==> src/rtl/decode_pkg.sv <==
// decode_pkg: shared widths and types for the decode stage
package decode_pkg;
  localparam int DATA_W   = 32;
  localparam int ADDR_W   = 4;
  localparam int IMM_W    = 19;
  localparam int BR_SHAMT = 2;
  localparam int NUM_REGS = 16;
  typedef logic [DATA_W-1:0] word_t;
  typedef logic [ADDR_W-1:0] reg_addr_t;
endpackage

==> src/rtl/decode_regfile_unit_if.sv <==
// decode_regfile_unit_if: decode-stage operand, immediate and branch signals
interface decode_regfile_unit_if;
  import decode_pkg::*;
  reg_addr_t          ra, rb, rd, rd2;
  logic               branch, data_in_en, rwrite_sel, r2_sel;
  logic [IMM_W-1:0]   imm;
  word_t              data_in;
  logic               pc_select, cmp_result;
  word_t              branch_dir, imm_ext, data1, data2;
  modport master (
    output ra, rb, rd, rd2, branch, data_in_en, rwrite_sel, r2_sel, imm, data_in,
    input  pc_select, cmp_result, branch_dir, imm_ext, data1, data2
  );
  modport slave (
    input  ra, rb, rd, rd2, branch, data_in_en, rwrite_sel, r2_sel, imm, data_in,
    output pc_select, cmp_result, branch_dir, imm_ext, data1, data2
  );
endinterface

==> src/rtl/decode_regfile.sv <==
// decode_regfile: 16x32 async-reset register array, one write port, two async read ports
// Optional write-through forwarding when DECODE_WRITE_BYPASS_EN is defined.
module decode_regfile
  import decode_pkg::*;
(
  input  logic      clk,
  input  logic      rst_n,
  input  logic      we_i,
  input  reg_addr_t waddr_i,
  input  word_t     wdata_i,
  input  reg_addr_t raddr1_i,
  input  reg_addr_t raddr2_i,
  output word_t     rdata1_o,
  output word_t     rdata2_o
);
  word_t regs_q [NUM_REGS];
  always_ff @(posedge clk or negedge rst_n)
    if (!rst_n) regs_q <= '{default: '0};
    else if (we_i) regs_q[waddr_i] <= wdata_i;
`ifdef DECODE_WRITE_BYPASS_EN
  logic fwd_en;
  assign fwd_en = we_i & rst_n;
  always_comb begin
    rdata1_o = (fwd_en && waddr_i == raddr1_i) ? wdata_i : regs_q[raddr1_i];
    rdata2_o = (fwd_en && waddr_i == raddr2_i) ? wdata_i : regs_q[raddr2_i];
  end
`else
  assign rdata1_o = regs_q[raddr1_i];
  assign rdata2_o = regs_q[raddr2_i];
`endif
endmodule

==> src/rtl/decode_regfile_unit.sv <==
// decode_regfile_unit: decode stage with regfile, address muxes, sign-extend, branch shift, comparator
// Define DECODE_WRITE_BYPASS_EN to forward write data to same-cycle reads.
module decode_regfile_unit
  import decode_pkg::*;
(
  input logic                  clk,
  input logic                  rst_n,
  decode_regfile_unit_if.slave bus
);
  reg_addr_t waddr, raddr2;
  assign waddr  = bus.rwrite_sel ? bus.rd : bus.rb;
  assign raddr2 = bus.r2_sel ? bus.rd2 : bus.rb;
  decode_regfile u_regfile (
    .clk      (clk),
    .rst_n    (rst_n),
    .we_i     (bus.data_in_en),
    .waddr_i  (waddr),
    .wdata_i  (bus.data_in),
    .raddr1_i (bus.ra),
    .raddr2_i (raddr2),
    .rdata1_o (bus.data1),
    .rdata2_o (bus.data2)
  );
  assign bus.imm_ext    = {{(DATA_W-IMM_W){bus.imm[IMM_W-1]}}, bus.imm};
  assign bus.branch_dir = bus.imm_ext << BR_SHAMT;
  assign bus.cmp_result = bus.data1 == bus.data2;
  assign bus.pc_select  = bus.cmp_result & bus.branch;
endmodule

==> src/flat_wrapper.sv <==
// flat-port wrapper written by rule: the top's interface ports become plain ports
module decode_regfile_unit_flat import decode_pkg::*;
  (clk, rst_n, bus_ra, bus_rb, bus_rd, bus_rd2, bus_branch, bus_data_in_en, bus_rwrite_sel, bus_r2_sel, bus_imm, bus_data_in, bus_pc_select, bus_cmp_result, bus_branch_dir, bus_imm_ext, bus_data1, bus_data2);
  decode_regfile_unit_if bus_i ();
  input logic clk;
  input logic rst_n;
  input wire logic [$bits(bus_i.ra)-1:0] bus_ra;
  input wire logic [$bits(bus_i.rb)-1:0] bus_rb;
  input wire logic [$bits(bus_i.rd)-1:0] bus_rd;
  input wire logic [$bits(bus_i.rd2)-1:0] bus_rd2;
  input wire logic [$bits(bus_i.branch)-1:0] bus_branch;
  input wire logic [$bits(bus_i.data_in_en)-1:0] bus_data_in_en;
  input wire logic [$bits(bus_i.rwrite_sel)-1:0] bus_rwrite_sel;
  input wire logic [$bits(bus_i.r2_sel)-1:0] bus_r2_sel;
  input wire logic [$bits(bus_i.imm)-1:0] bus_imm;
  input wire logic [$bits(bus_i.data_in)-1:0] bus_data_in;
  output wire logic [$bits(bus_i.pc_select)-1:0] bus_pc_select;
  output wire logic [$bits(bus_i.cmp_result)-1:0] bus_cmp_result;
  output wire logic [$bits(bus_i.branch_dir)-1:0] bus_branch_dir;
  output wire logic [$bits(bus_i.imm_ext)-1:0] bus_imm_ext;
  output wire logic [$bits(bus_i.data1)-1:0] bus_data1;
  output wire logic [$bits(bus_i.data2)-1:0] bus_data2;
  assign bus_i.ra = bus_ra;
  assign bus_i.rb = bus_rb;
  assign bus_i.rd = bus_rd;
  assign bus_i.rd2 = bus_rd2;
  assign bus_i.branch = bus_branch;
  assign bus_i.data_in_en = bus_data_in_en;
  assign bus_i.rwrite_sel = bus_rwrite_sel;
  assign bus_i.r2_sel = bus_r2_sel;
  assign bus_i.imm = bus_imm;
  assign bus_i.data_in = bus_data_in;
  assign bus_pc_select = bus_i.pc_select;
  assign bus_cmp_result = bus_i.cmp_result;
  assign bus_branch_dir = bus_i.branch_dir;
  assign bus_imm_ext = bus_i.imm_ext;
  assign bus_data1 = bus_i.data1;
  assign bus_data2 = bus_i.data2;
  decode_regfile_unit u_core (.clk(clk), .rst_n(rst_n), .bus(bus_i));
endmodule
==> config.mk <==
export PLATFORM = sky130hd
export DESIGN_NAME = decode_regfile_unit_flat
export DESIGN_NICKNAME = d
export VERILOG_FILES = /design/src/rtl/decode_pkg.sv /design/src/rtl/decode_regfile_unit_if.sv /design/src/rtl/decode_regfile.sv /design/src/rtl/decode_regfile_unit.sv /design/src/flat_wrapper.sv
export SDC_FILE = /design/constraint.sdc
export NUM_CORES = 1
export LEC_CHECK = 0
export BUFFER_PORTS_ARGS = -buffer_cell sky130_fd_sc_hd__buf_2
export CORE_MARGIN = 10
export CORE_UTILIZATION = 50
export DETAILED_ROUTE_END_ITERATION = 10
export PLACE_DENSITY = 0.77
export SYNTH_ARGS = -nofsm -noshare
export SYNTH_HDL_FRONTEND = slang
export SYNTH_HIERARCHICAL = 1
export SYNTH_SLANG_ARGS = --single-unit
export TNS_END_PERCENT = 5
==> constraint.sdc <==
create_clock -name clk -period 7.93 [get_ports clk]
set_clock_uncertainty 0.05 [all_clocks]
set_input_delay 1.586 -clock clk [delete_from_list [all_inputs] [get_ports clk]]
set_output_delay 1.586 -clock clk [all_outputs]
set_load 0.1 [all_outputs]
==> metrics.md, run 1 <==
| Metric | Value |
|---|---|
| Required time of the critical path | `6.29 ns` |
| Slack of the worst reg-to-reg path | `7.06 ns` |
| Number of placement rows | `85` |
| Area fraction of the dominant cell type after synthesis | `0.468` |
| Distinct cell type count after synthesis | `25` |
| Max FFs per register | `512` |
| Arr. time, crit path | `5.35 ns` |
| Top reg by flops | `u_core/u_regfile/regs_q` |
| Post-route cell area | `0.0301 mm2` |
| Net switching power of the design | `3.54 mW` |
| Top flop regs | `u_core/u_regfile/regs_q x512` |
| Final HPWL DP | `47300 um` |
| Flip-flop and latch count after synthesis | `512` |
| CTS tree | `built` |
| Unrepaired setup endpoints after global routing | `false` |
| Part of the power in the clock network | `0.252` |
| Number of buffers on the longest clock path | `3` |
| Count of warnings emitted by yosys | `6` |
| Final worst-path cycle share | `0.880` |
| Highest fanout seen on the critical path | `40` |
| Time the worst path needs with I/O delays and setup | `6.98 ns` |
| Routed len/inst | `30.8 um` |
| Total Routing Usage GR | `0.242` |
| Max Cap Violations | `0` |
| Leakage | `12.6 nW` |
| Launching element type of the critical path | `input pin` |
| Type of the tightest min-delay check | `reg2reg` |
| Post_cts resized | `0` |
| Largest area contributor in the synthesized netlist | `dfrtp_1` |
| Portion of the post-synthesis area used by sequential elements | `0.468` |
| F_max | `143 MHz` |
| Classification of the worst setup path | `in2out` |
| Syn Area/Cell | `15.3 um2` |
| Commonest cells after routing, fill and taps aside | `mux2_2, dfrtp_1, mux4_2` |
| Pin count of the biggest net entering global routing | `170` |
| Post CTS Setup Buffer Count | `0` |
| Count of final max-slew check failures | `0` |
| Sequential cell fraction of total power | `0.405` |
| Area growth syn-to-layout | `9.88%` |
| Endpoints failing hold | `0` |
| Die footprint | `0.0645 mm2` |
| Vias after detailed routing | `17200` |
| Result of the run | `finished clean` |
| Register area | `0.0128 mm2` |
| Number of flops mapped to enable cells by yosys | `0` |
| Category of the worst setup path capture point | `output pin` |
| Post-synthesis cell area | `0.0274 mm2` |
| Root cell of the clock tree | `clkbuf_16` |
| Leading cell type in the layout, fill and taps excluded | `mux2_2` |
| Initial standard-cell utilization of the core | `0.507` |
| Die Span Y | `254 um` |
| Area contributors post-synth | `dfrtp_1, mux2_2, mux4_2` |
| Switching share of total power | `0.356` |
| Number of filler cells placed in the layout | `4160` |
| Total wirelength of the detailed-routed design | `77800 um` |
| Ratio of routed vias to standard cells | `6.78` |
| Peak supply drop | `0.205 mV` |
| Clock sink count | `512` |
| Placer's final routability congestion estimate | `0.835` |
| Worst skew pair latency | `0.61 ns` |
| Width of the die | `254 um` |
| Slew @ Worst Pin | `1.07 ns` |
| Global-route wire length before repair | `116000 um` |
| Max_slew headroom | `0.284` |
| Fraction of power consumed by combinational cells | `0.343` |
| Multi-input gate area in the final layout | `0.0135 mm2` |
| Ratio of cells with drive above 1 in the final layout | `0.578` |
| Overall power of the completed layout | `9.96 mW` |
| Number of buffers inserted by port buffering | `119` |
| Residual antenna-violating net count after detailed routing | `0` |
| Total congestion overflow after global routing | `0` |
| Clock Pin Slew Worst Setup and Hold Paths | `0.06 ns` |
| Setup TNS | `0 ns` |
| Power density of the placed cells | `331 mW/mm2` |
| Post-Route Utilization | `0.557` |
| # IOs | `203` |
| Detailed router's first-iteration violation count | `1660` |
| Cts bufs inserted | `53` |
| Most instantiated flip-flop cell in the synthesis netlist | `dfrtp_1` |
| Net count of the finished layout | `1863` |
| Number of levels in the clock H-tree | `2` |
| Area of the placeable core | `0.0540 mm2` |
| Setup-violating endpoint count in the final report | `0` |
| Detailed Routing Iterations Pass 1 | `5` |
| Post-route DRC violation count | `0` |
| Via count of the first global-routing pass | `18100` |
| Gate count of the mapped netlist | `1793` |
| Number of buffers added to fix hold violations after cts | `0` |
| Cell-internal power | `6.41 mW` |
| Post-Place Cell Area | `0.0284 mm2` |
| Antenna violations before repair | `9` |
| Fraction of registers with async set/reset | `1.00` |
==> per-stage QoR <==
step / hold WS (ns) / cells / setup WS, ns
final: 0.475 / 2529 / 0.948
after detailed placement: 0.462 / 2431 / 0.945
after global routing: 0.486 / 2528 / 0.836
after floorplan: 0.427 / 1794 / 0.558
after global placement: 0.446 / 2431 / 1.01
after CTS: 0.475 / 2526 / 0.957
==> logic make-up (layout without fill, tap and decap cells) <==
kind of cell | after synthesis | count (layout) | share of synthesized area
buffers and inverters | 235 | 271 | 0.0444
muxes | 776 | 776 | 0.424
other | 1 | 5 | 0.000137
DFF | 512 | 512 | 0.468
xor gates and xnor gates | 32 | 32 | 0.0102
AOI/OAI and AO/OA | 128 | 128 | 0.0351
and+or+nand+nor | 109 | 109 | 0.0182
==> path summary, 6_finish.rpt <==
check | from | endpoint | cells after the start
max | bus_r2_sel | bus_cmp_result | 11
min | u_core/u_regfile/regs_q[54] | u_core/u_regfile/regs_q[54] | 1
max reg2reg | u_core/u_regfile/regs_q[221] | u_core/u_regfile/regs_q[221] | 1
min reg2reg | u_core/u_regfile/regs_q[54] | u_core/u_regfile/regs_q[54] | 1
max in group asynchronous | rst_n | u_core/u_regfile/regs_q[247] | 2
min in group asynchronous | rst_n | u_core/u_regfile/regs_q[33] | 1
==> power groups by stage <==
stage / clock network (mW) / logic, mW / registers (mW)
after floorplan: 0 / 2.88 / 3.83
after global placement: 0 / 3.33 / 3.95
after global routing: 2.65 / 3.59 / 4.12
after detailed placement: 0 / 3.42 / 4.05
after CTS: 2.54 / 3.43 / 4.00
final: 2.51 / 3.42 / 4.03
==> Yosys cell counts, types with 3 or more instances <==
| cell | count |
|---|---|
| nor4_1 | 8 |
| nand2b_1 | 3 |
| clkbuf_1 | 95 |
| nor2b_1 | 4 |
| dfrtp_1 | 512 |
| mux4_2 | 256 |
| buf_4 | 64 |
| nand2_1 | 66 |
| nor2_1 | 9 |
| nor3_1 | 6 |
| xor2_1 | 32 |
| mux2_2 | 517 |
| mux2_1 | 3 |
| a22oi_1 | 128 |
| buf_2 | 75 |
==> metal layers <==
layer / share of wire / vias to the layer above / track usage
li1: - / 6856 / -
met1: 0.40 / 9283 / 0.323
met2: 0.48 / 844 / 0.382
met3: 0.089 / 166 / 0.0572
met4: 0.030 / 8 / 0.0872
met5: 0.00067 / - / 0
==> critical path, stage by stage <==
cell	delay (ns)
buf_2	0.14
mux2_8	0.52
buf_4	0.43
mux4_2	0.35
a22oi_1	0.22
nand2_1	0.15
xor2_1	0.19
nor4_1	0.61
nand4_1	0.38
nor2_1	0.22
buf_2	0.46
==> layout make-up <==
| cell class | instances | share of cell area |
|---|---|---|
| clock inverter | 23 | 0.00836 |
| antenna | 3 | 0.000249 |
| timing repair buffer | 175 | 0.0379 |
| clock buffer | 72 | 0.0491 |
| multi-input combinational | 1047 | 0.450 |
| sequential | 512 | 0.426 |
| tap | 696 | 0.0289 |
| inverter | 1 | 0.000125 |
Power figures use the tool's default switching activity.
==> run 2, diff against run 1 <==
- CORE_ASPECT_RATIO: unset -> 1.75
==> metrics.md, run 2 (synthesis gave the netlist of run 1 again) <==
| Metric | Value |
|---|---|
| FF-to-FF Start | `u_core/u_regfile/regs_q[501]` |
| Commonest cells after routing, fill and taps aside | `mux2_2, dfrtp_1, mux4_2` |
| Initial standard-cell utilization of the core | `0.505 (-0.00248)` |
| Endpoints failing hold | `0 (unchanged)` |
| Total wirelength of the detailed-routed design | `79500 um (+2.3%)` |
| Max_slew headroom | `0.333 (+0.0492)` |
| Leakage | `12.6 nW (-0.41%)` |
| Required time of the critical path | `6.29 ns (about the same)` |
| Clock sink count | `512 (unchanged)` |
| Root cell of the clock tree | `clkbuf_16` |
| Family with the most delay on the worst path | `simple AND/OR/NAND/NOR gates` |
| Vias after detailed routing | `17200 (+0.49%)` |
| Area growth syn-to-layout | `9.41%` |
| Post_cts resized | `0 (unchanged)` |
| Width of the die | `197 um (-22%)` |
| F_max | `144 MHz (+0.33%)` |
| Top reg by flops | `u_core/u_regfile/regs_q` |
| Detailed router's first-iteration violation count | `1782 (+7.3%)` |
| Levels on crit path | `12 (+1)` |
| Delay contributed by the slowest stage of the critical path | `0.61 ns (about the same)` |
| Die Span Y | `330 um (+30%)` |
| Post-route DRC violation count | `0 (unchanged)` |
| Pin count of the biggest net entering global routing | `149 (-12%)` |
| Routed len/inst | `31.6 um (+2.8%)` |
| Ratio of routed vias to standard cells | `6.86 (+1.0%)` |
| Number of buffers inserted by port buffering | `119 (unchanged)` |
| Slowest cell on crit path | `mux2_8` |
| Beginning of the worst hold path | `u_core/u_regfile/regs_q[288]` |
| Classification of the worst setup path | `in2out` |
| Post CTS Setup Buffer Count | `0 (unchanged)` |
| Clock Pin Slew Worst Setup and Hold Paths | `0.06 ns (about the same)` |
| Unrepaired setup endpoints after global routing | `false` |
| Worst path most repeated cell | `buf_12` |
| Top flop regs | `u_core/u_regfile/regs_q x512` |
| Time the worst path needs with I/O delays and setup | `6.96 ns (-0.0227 ns)` |
| Setup slack at placement | `1.01 ns (+0.0605 ns)` |
| Worst Hold Depth | `1 (unchanged)` |
| Depth of the worst register-to-register path | `1 (unchanged)` |
| # IOs | `203 (unchanged)` |
| Result of the run | `finished clean` |
| Ordered list of cells on the worst path | `buf_2 > mux2_8 > buf_12 > buf_4 > mux4_2 > a22oi_1 > nand2_1 > xor2_1 > nor4_1 > nand4_1 > nor3_2 > buf_12` |
| Final HPWL DP | `49500 um (+4.6%)` |
| Placer's final routability congestion estimate | `0.858 (+2.8%)` |
| Total Routing Usage GR | `0.246 (+0.00344)` |
| Type of the tightest min-delay check | `reg2reg` |
| Number of buffers on the longest clock path | `3 (unchanged)` |
| Number of levels in the clock H-tree | `2 (unchanged)` |
| Area of the placeable core | `0.0543 mm2 (+0.49%)` |
| Slew @ Worst Pin | `1.00 ns (-0.0739 ns)` |
| Slack of the worst reg-to-reg path | `7.07 ns (about the same)` |
| Detailed Routing Iterations Pass 1 | `7 (+2)` |
| Category of the worst setup path capture point | `output pin` |
| Antenna violations before repair | `12 (+3)` |
| Max Cap Violations | `0 (unchanged)` |
| Total congestion overflow after global routing | `0 (unchanged)` |
| Endpoint of the most critical register-to-register path | `u_core/u_regfile/regs_q[501]` |
| Global-route wire length before repair | `120000 um (+2.8%)` |
| Count of final max-slew check failures | `0 (unchanged)` |
| Final worst-path cycle share | `0.878 (-0.00286)` |
| Peak supply drop | `0.170 mV (-17%)` |
| Net count of the finished layout | `1862 (-0.054%)` |
| CTS tree | `built` |
| Worst skew pair latency | `0.57 ns (-0.04 ns)` |
| Launching element type of the critical path | `input pin` |
| Max FFs per register | `512 (unchanged)` |
| Critical path buffers and inverters | `4 (+1)` |
| Arr. time, crit path | `5.32 ns (-0.03 ns)` |
| Cts bufs inserted | `46 (-13%)` |
| Number of buffers added to fix hold violations after cts | `0 (unchanged)` |
| Setup-violating endpoint count in the final report | `0 (unchanged)` |
| Die footprint | `0.0649 mm2 (+0.57%)` |
| Residual antenna-violating net count after detailed routing | `0 (unchanged)` |
| Endpoint with the worst hold slack | `u_core/u_regfile/regs_q[288]` |
| Final worst-path setup slack | `0.971 ns (+0.0227 ns)` |
| Via count of the first global-routing pass | `18700 (+3.3%)` |
| Highest fanout seen on the critical path | `38 (-5.0%)` |
| Setup TNS | `0 ns (unchanged)` |
| Power density of the placed cells | `326 mW/mm2 (-1.4%)` |
| Ratio of cells with drive above 1 in the final layout | `0.577 (about the same)` |
| Number of placement rows | `113 (+33%)` |
| Number of filler cells placed in the layout | `4277 (+2.8%)` |
| Leading cell type in the layout, fill and taps excluded | `mux2_2` |
run 2: cell types whose count changed in the layout (fill, tap and decap cells not counted):
cell	previous run	this run
clkbuf_16	53	47
buf_12	8	12
buf_4	48	52
clkinvlp_4	4	1
buf_2	116	114
clkbuf_1	11	9
clkbuf_8	9	11
clkinv_2	12	10
clkinv_8	2	0
bufinv_16	4	3
clkinv_4	0	1
diode_2	3	2
run 2: how the worst max path moves through the flow:
| stage | endpoint | slack [ns] | from |
|---|---|---|---|
| 2_1_floorplan | bus_cmp_result | 0.56 | bus_r2_sel |
| 5_1_grt | bus_pc_select | 0.74 | bus_r2_sel |
| 4_1_cts | bus_pc_select | 0.99 | bus_r2_sel |
| 3_3_place_gp | bus_pc_select | 1.06 | bus_r2_sel |
| 3_5_place_dp | bus_pc_select | 1.01 | bus_r2_sel |
| 6_report | bus_pc_select | 0.97 | bus_r2_sel |
run 2: power breakdown:
| group | internal, mW | total (mW) | switching, mW |
|---|---|---|---|
| logic | 1.56 | 3.45 | 1.89 |
| registers | 3.43 | 4.05 | 0.617 |
| clock network | 1.28 | 2.28 | 1.00 |
| total | 6.26 | 9.77 | 3.51 |
run 2: final cells by class:
| cell class | instances | area (um2) | area share |
|---|---|---|---|
| multi-input combinational | 1047 | 13500 | 0.452 |
| sequential | 512 | 12800 | 0.427 |
| clock buffer | 66 | 1350 | 0.0450 |
| timing repair buffer | 181 | 1240 | 0.0414 |
| tap | 690 | 863 | 0.0288 |
| clock inverter | 16 | 165 | 0.00551 |
| antenna | 2 | 5.00 | 0.000167 |
| inverter | 1 | 3.75 | 0.000125 |
run 2: metal layers:
metal | track usage | routed length [um] | up-vias
met3 | 0.0636 | 7050 | 262
met4 | 0.130 | 4180 | 18
met2 | 0.393 | 38300 | 833
met5 | 0 | 142 | -
li1 | - | - | 6858
met1 | 0.302 | 29900 | 9270
run 2: stage by stage:
| step | hold slack, ns | util | instances | cell area [um2] | total power, mW |
|---|---|---|---|---|---|
| 3_5_place_dp | 0.456 | 0.524 | 2431 | 28500 | 7.50 |
| 2_1_floorplan | 0.427 | - | 1794 | 27400 | 6.72 |
| 6_report | 0.477 | 0.552 | 2515 | 30000 | 9.77 |
| 3_3_place_gp | 0.450 | 0.524 | 2431 | 28500 | 7.32 |
| 5_1_grt | 0.494 | 0.552 | 2513 | 30000 | 10.2 |
| 4_1_cts | 0.470 | 0.552 | 2513 | 30000 | 9.79 |
==> run 3, diff against run 2 <==
- RECOVER_POWER: unset -> 25
==> metrics.md, run 3 (synthesis gave the netlist of run 1 again) <==
| Metric | Value |
|---|---|
| Result of the run | `finished, violations left` |
| Failing checks | `max-capacitance violations, max-slew violations` |
| Critical path buffers and inverters | `4 (unchanged)` |
| Total congestion overflow after global routing | `0 (unchanged)` |
| Number of buffers inserted by port buffering | `119 (unchanged)` |
| Number of buffers added to fix hold violations after cts | `0 (unchanged)` |
| Slowest cell on crit path | `mux2_8` |
| Number of levels in the clock H-tree | `2 (unchanged)` |
| Launching element type of the critical path | `input pin` |
| Clock sink count | `512 (unchanged)` |
| Arr. time, crit path | `5.31 ns (about the same)` |
| Ratio of routed vias to standard cells | `6.85 (-0.10%)` |
| Setup TNS | `0 ns (unchanged)` |
| Post-Route Utilization | `0.552 (about the same)` |
| Commonest cells after routing, fill and taps aside | `mux2_2, dfrtp_1, mux4_2` |
| Post_cts resized | `0 (unchanged)` |
| Residual antenna-violating net count after detailed routing | `0 (unchanged)` |
| Depth of the worst register-to-register path | `1 (unchanged)` |
| Worst path most repeated cell | `buf_12` |
| Multi-input gate area in the final layout | `0.0135 mm2 (unchanged)` |
| Type of the tightest min-delay check | `reg2reg` |
| Delay contributed by the slowest stage of the critical path | `0.61 ns (about the same)` |
| Ratio of cells with drive above 1 in the final layout | `0.577 (about the same)` |
| Max Cap Violations | `1 (+1)` |
| Die Span Y | `330 um (unchanged)` |
| Overall power of the completed layout | `9.77 mW (about the same)` |
| Final worst-path cycle share | `0.876 (-0.00150)` |
| Time the worst path needs with I/O delays and setup | `6.95 ns (-0.0119 ns)` |
| Setup-violating endpoint count in the final report | `0 (unchanged)` |
| Beginning of the worst hold path | `u_core/u_regfile/regs_q[230]` |
| Power density of the placed cells | `326 mW/mm2 (about the same)` |
| Slack of the worst reg-to-reg path | `7.07 ns (about the same)` |
| Unrepaired setup endpoints after global routing | `false` |
| Family with the most delay on the worst path | `simple AND/OR/NAND/NOR gates` |
| Post-route DRC violation count | `0 (unchanged)` |
| Setup slack at placement | `1.01 ns (unchanged)` |
| Initial standard-cell utilization of the core | `0.505 (unchanged)` |
| Endpoint with the worst hold slack | `u_core/u_regfile/regs_q[230]` |
| Placer's final routability congestion estimate | `0.858 (unchanged)` |
| Max_slew headroom | `-2.70 (-3.04)` |
| Die footprint | `0.0649 mm2 (unchanged)` |
| Leading cell type in the layout, fill and taps excluded | `mux2_2` |
| Highest fanout seen on the critical path | `38 (unchanged)` |
| Clock Pin Slew Worst Setup and Hold Paths | `0.06 ns (about the same)` |
| Final worst-path setup slack | `0.983 ns (+0.0119 ns)` |
| Required time of the critical path | `6.29 ns (about the same)` |
| Leakage | `12.6 nW (about the same)` |
| Post-Place Cell Area | `0.0285 mm2 (unchanged)` |
| Number of placement rows | `113 (unchanged)` |
| Peak supply drop | `0.170 mV (about the same)` |
| Slew @ Worst Pin | `5.55 ns (+4.55 ns)` |
| # IOs | `203 (unchanged)` |
| Number of filler cells placed in the layout | `4277 (unchanged)` |
| Max FFs per register | `512 (unchanged)` |
| Vias after detailed routing | `17200 (-0.10%)` |
| Ordered list of cells on the worst path | `buf_2 > mux2_8 > buf_12 > buf_4 > mux4_2 > a22oi_1 > nand2_1 > xor2_1 > nor4_1 > nand4_1 > nor3_2 > buf_12` |
| F_max | `144 MHz (+0.17%)` |
| Width of the die | `197 um (unchanged)` |
| Post CTS Setup Buffer Count | `0 (unchanged)` |
| Register area | `0.0128 mm2 (unchanged)` |
| Top reg by flops | `u_core/u_regfile/regs_q` |
| Total Routing Usage GR | `0.246 (unchanged)` |
| CTS tree | `built` |
| FF-to-FF Start | `u_core/u_regfile/regs_q[501]` |
| Via count of the first global-routing pass | `18700 (unchanged)` |
| Endpoint of the most critical register-to-register path | `u_core/u_regfile/regs_q[501]` |
| Routed len/inst | `31.6 um (-0.10%)` |
| Total wirelength of the detailed-routed design | `79500 um (-0.10%)` |
| Post-route cell area | `0.0300 mm2 (about the same)` |
| Count of final max-slew check failures | `115 (+115)` |
| Number of buffers on the longest clock path | `3 (unchanged)` |
| Worst Hold Depth | `1 (unchanged)` |
| Top flop regs | `u_core/u_regfile/regs_q x512` |
| Levels on crit path | `12 (unchanged)` |
| Area of the placeable core | `0.0543 mm2 (unchanged)` |
| Category of the worst setup path capture point | `output pin` |
| Cts bufs inserted | `46 (unchanged)` |
| Classification of the worst setup path | `in2out` |
| Endpoints failing hold | `0 (unchanged)` |
| Root cell of the clock tree | `clkbuf_16` |
| Net count of the finished layout | `1862 (unchanged)` |
| Worst skew pair latency | `0.57 ns (about the same)` |
| Pin count of the biggest net entering global routing | `149 (unchanged)` |
| Final HPWL DP | `49500 um (unchanged)` |
| Global-route wire length before repair | `120000 um (unchanged)` |
| Area growth syn-to-layout | `9.39% (about the same)` |
| Detailed router's first-iteration violation count | `1782 (unchanged)` |
| Detailed Routing Iterations Pass 1 | `7 (unchanged)` |
| Antenna violations before repair | `12 (unchanged)` |
## run 3: cell count changes in the layout (fill, tap and decap cells not counted)
cell	delta
buf_4	-1
buf_8	-1
clkbuf_2	+1
clkdlybuf4s25_1	+1
## run 3: per-stage QoR
| stage | cells | hold slack (ns) |
|---|---|---|
| after CTS | 2513 | 0.470 |
| after global routing | 2513 | 0.494 |
| after detailed placement | 2431 | 0.456 |
| after floorplan | 1794 | 0.427 |
| after global placement | 2431 | 0.450 |
| final | 2515 | 0.476 |
## run 3: worst max-delay path by stage
stage               start                            to  slack, ns
6_report       bus_r2_sel                 bus_pc_select       0.98
5_1_grt             rst_n  u_core/u_regfile/regs_q[264]       0.39
4_1_cts        bus_r2_sel                 bus_pc_select       0.99
3_5_place_dp   bus_r2_sel                 bus_pc_select       1.01
3_3_place_gp   bus_r2_sel                 bus_pc_select       1.06
2_1_floorplan  bus_r2_sel                bus_cmp_result       0.56
## run 3: final cells by class
class / count / area share
Inverter: 1 / 0.000125
Sequential cell: 512 / 0.428
Timing Repair Buffer: 181 / 0.0412
Clock inverter: 16 / 0.00551
Multi-Input combinational cell: 1047 / 0.452
Clock buffer: 66 / 0.0450
Antenna cell: 2 / 0.000167
Tap cell: 690 / 0.0288
## run 3: metal layers
metal	wire [um]	GRT usage	part of all wire
met3	7020	0.0636	0.088
met4	4200	0.130	0.053
met5	142	0	0.0018
met1	29900	0.302	0.38
met2	38200	0.393	0.48
## run 3: where the power goes
part	internal, mW	total (mW)	switching, mW
combinational	1.56	3.45	1.89
sequential	3.43	4.05	0.616
clock	1.28	2.28	1.00
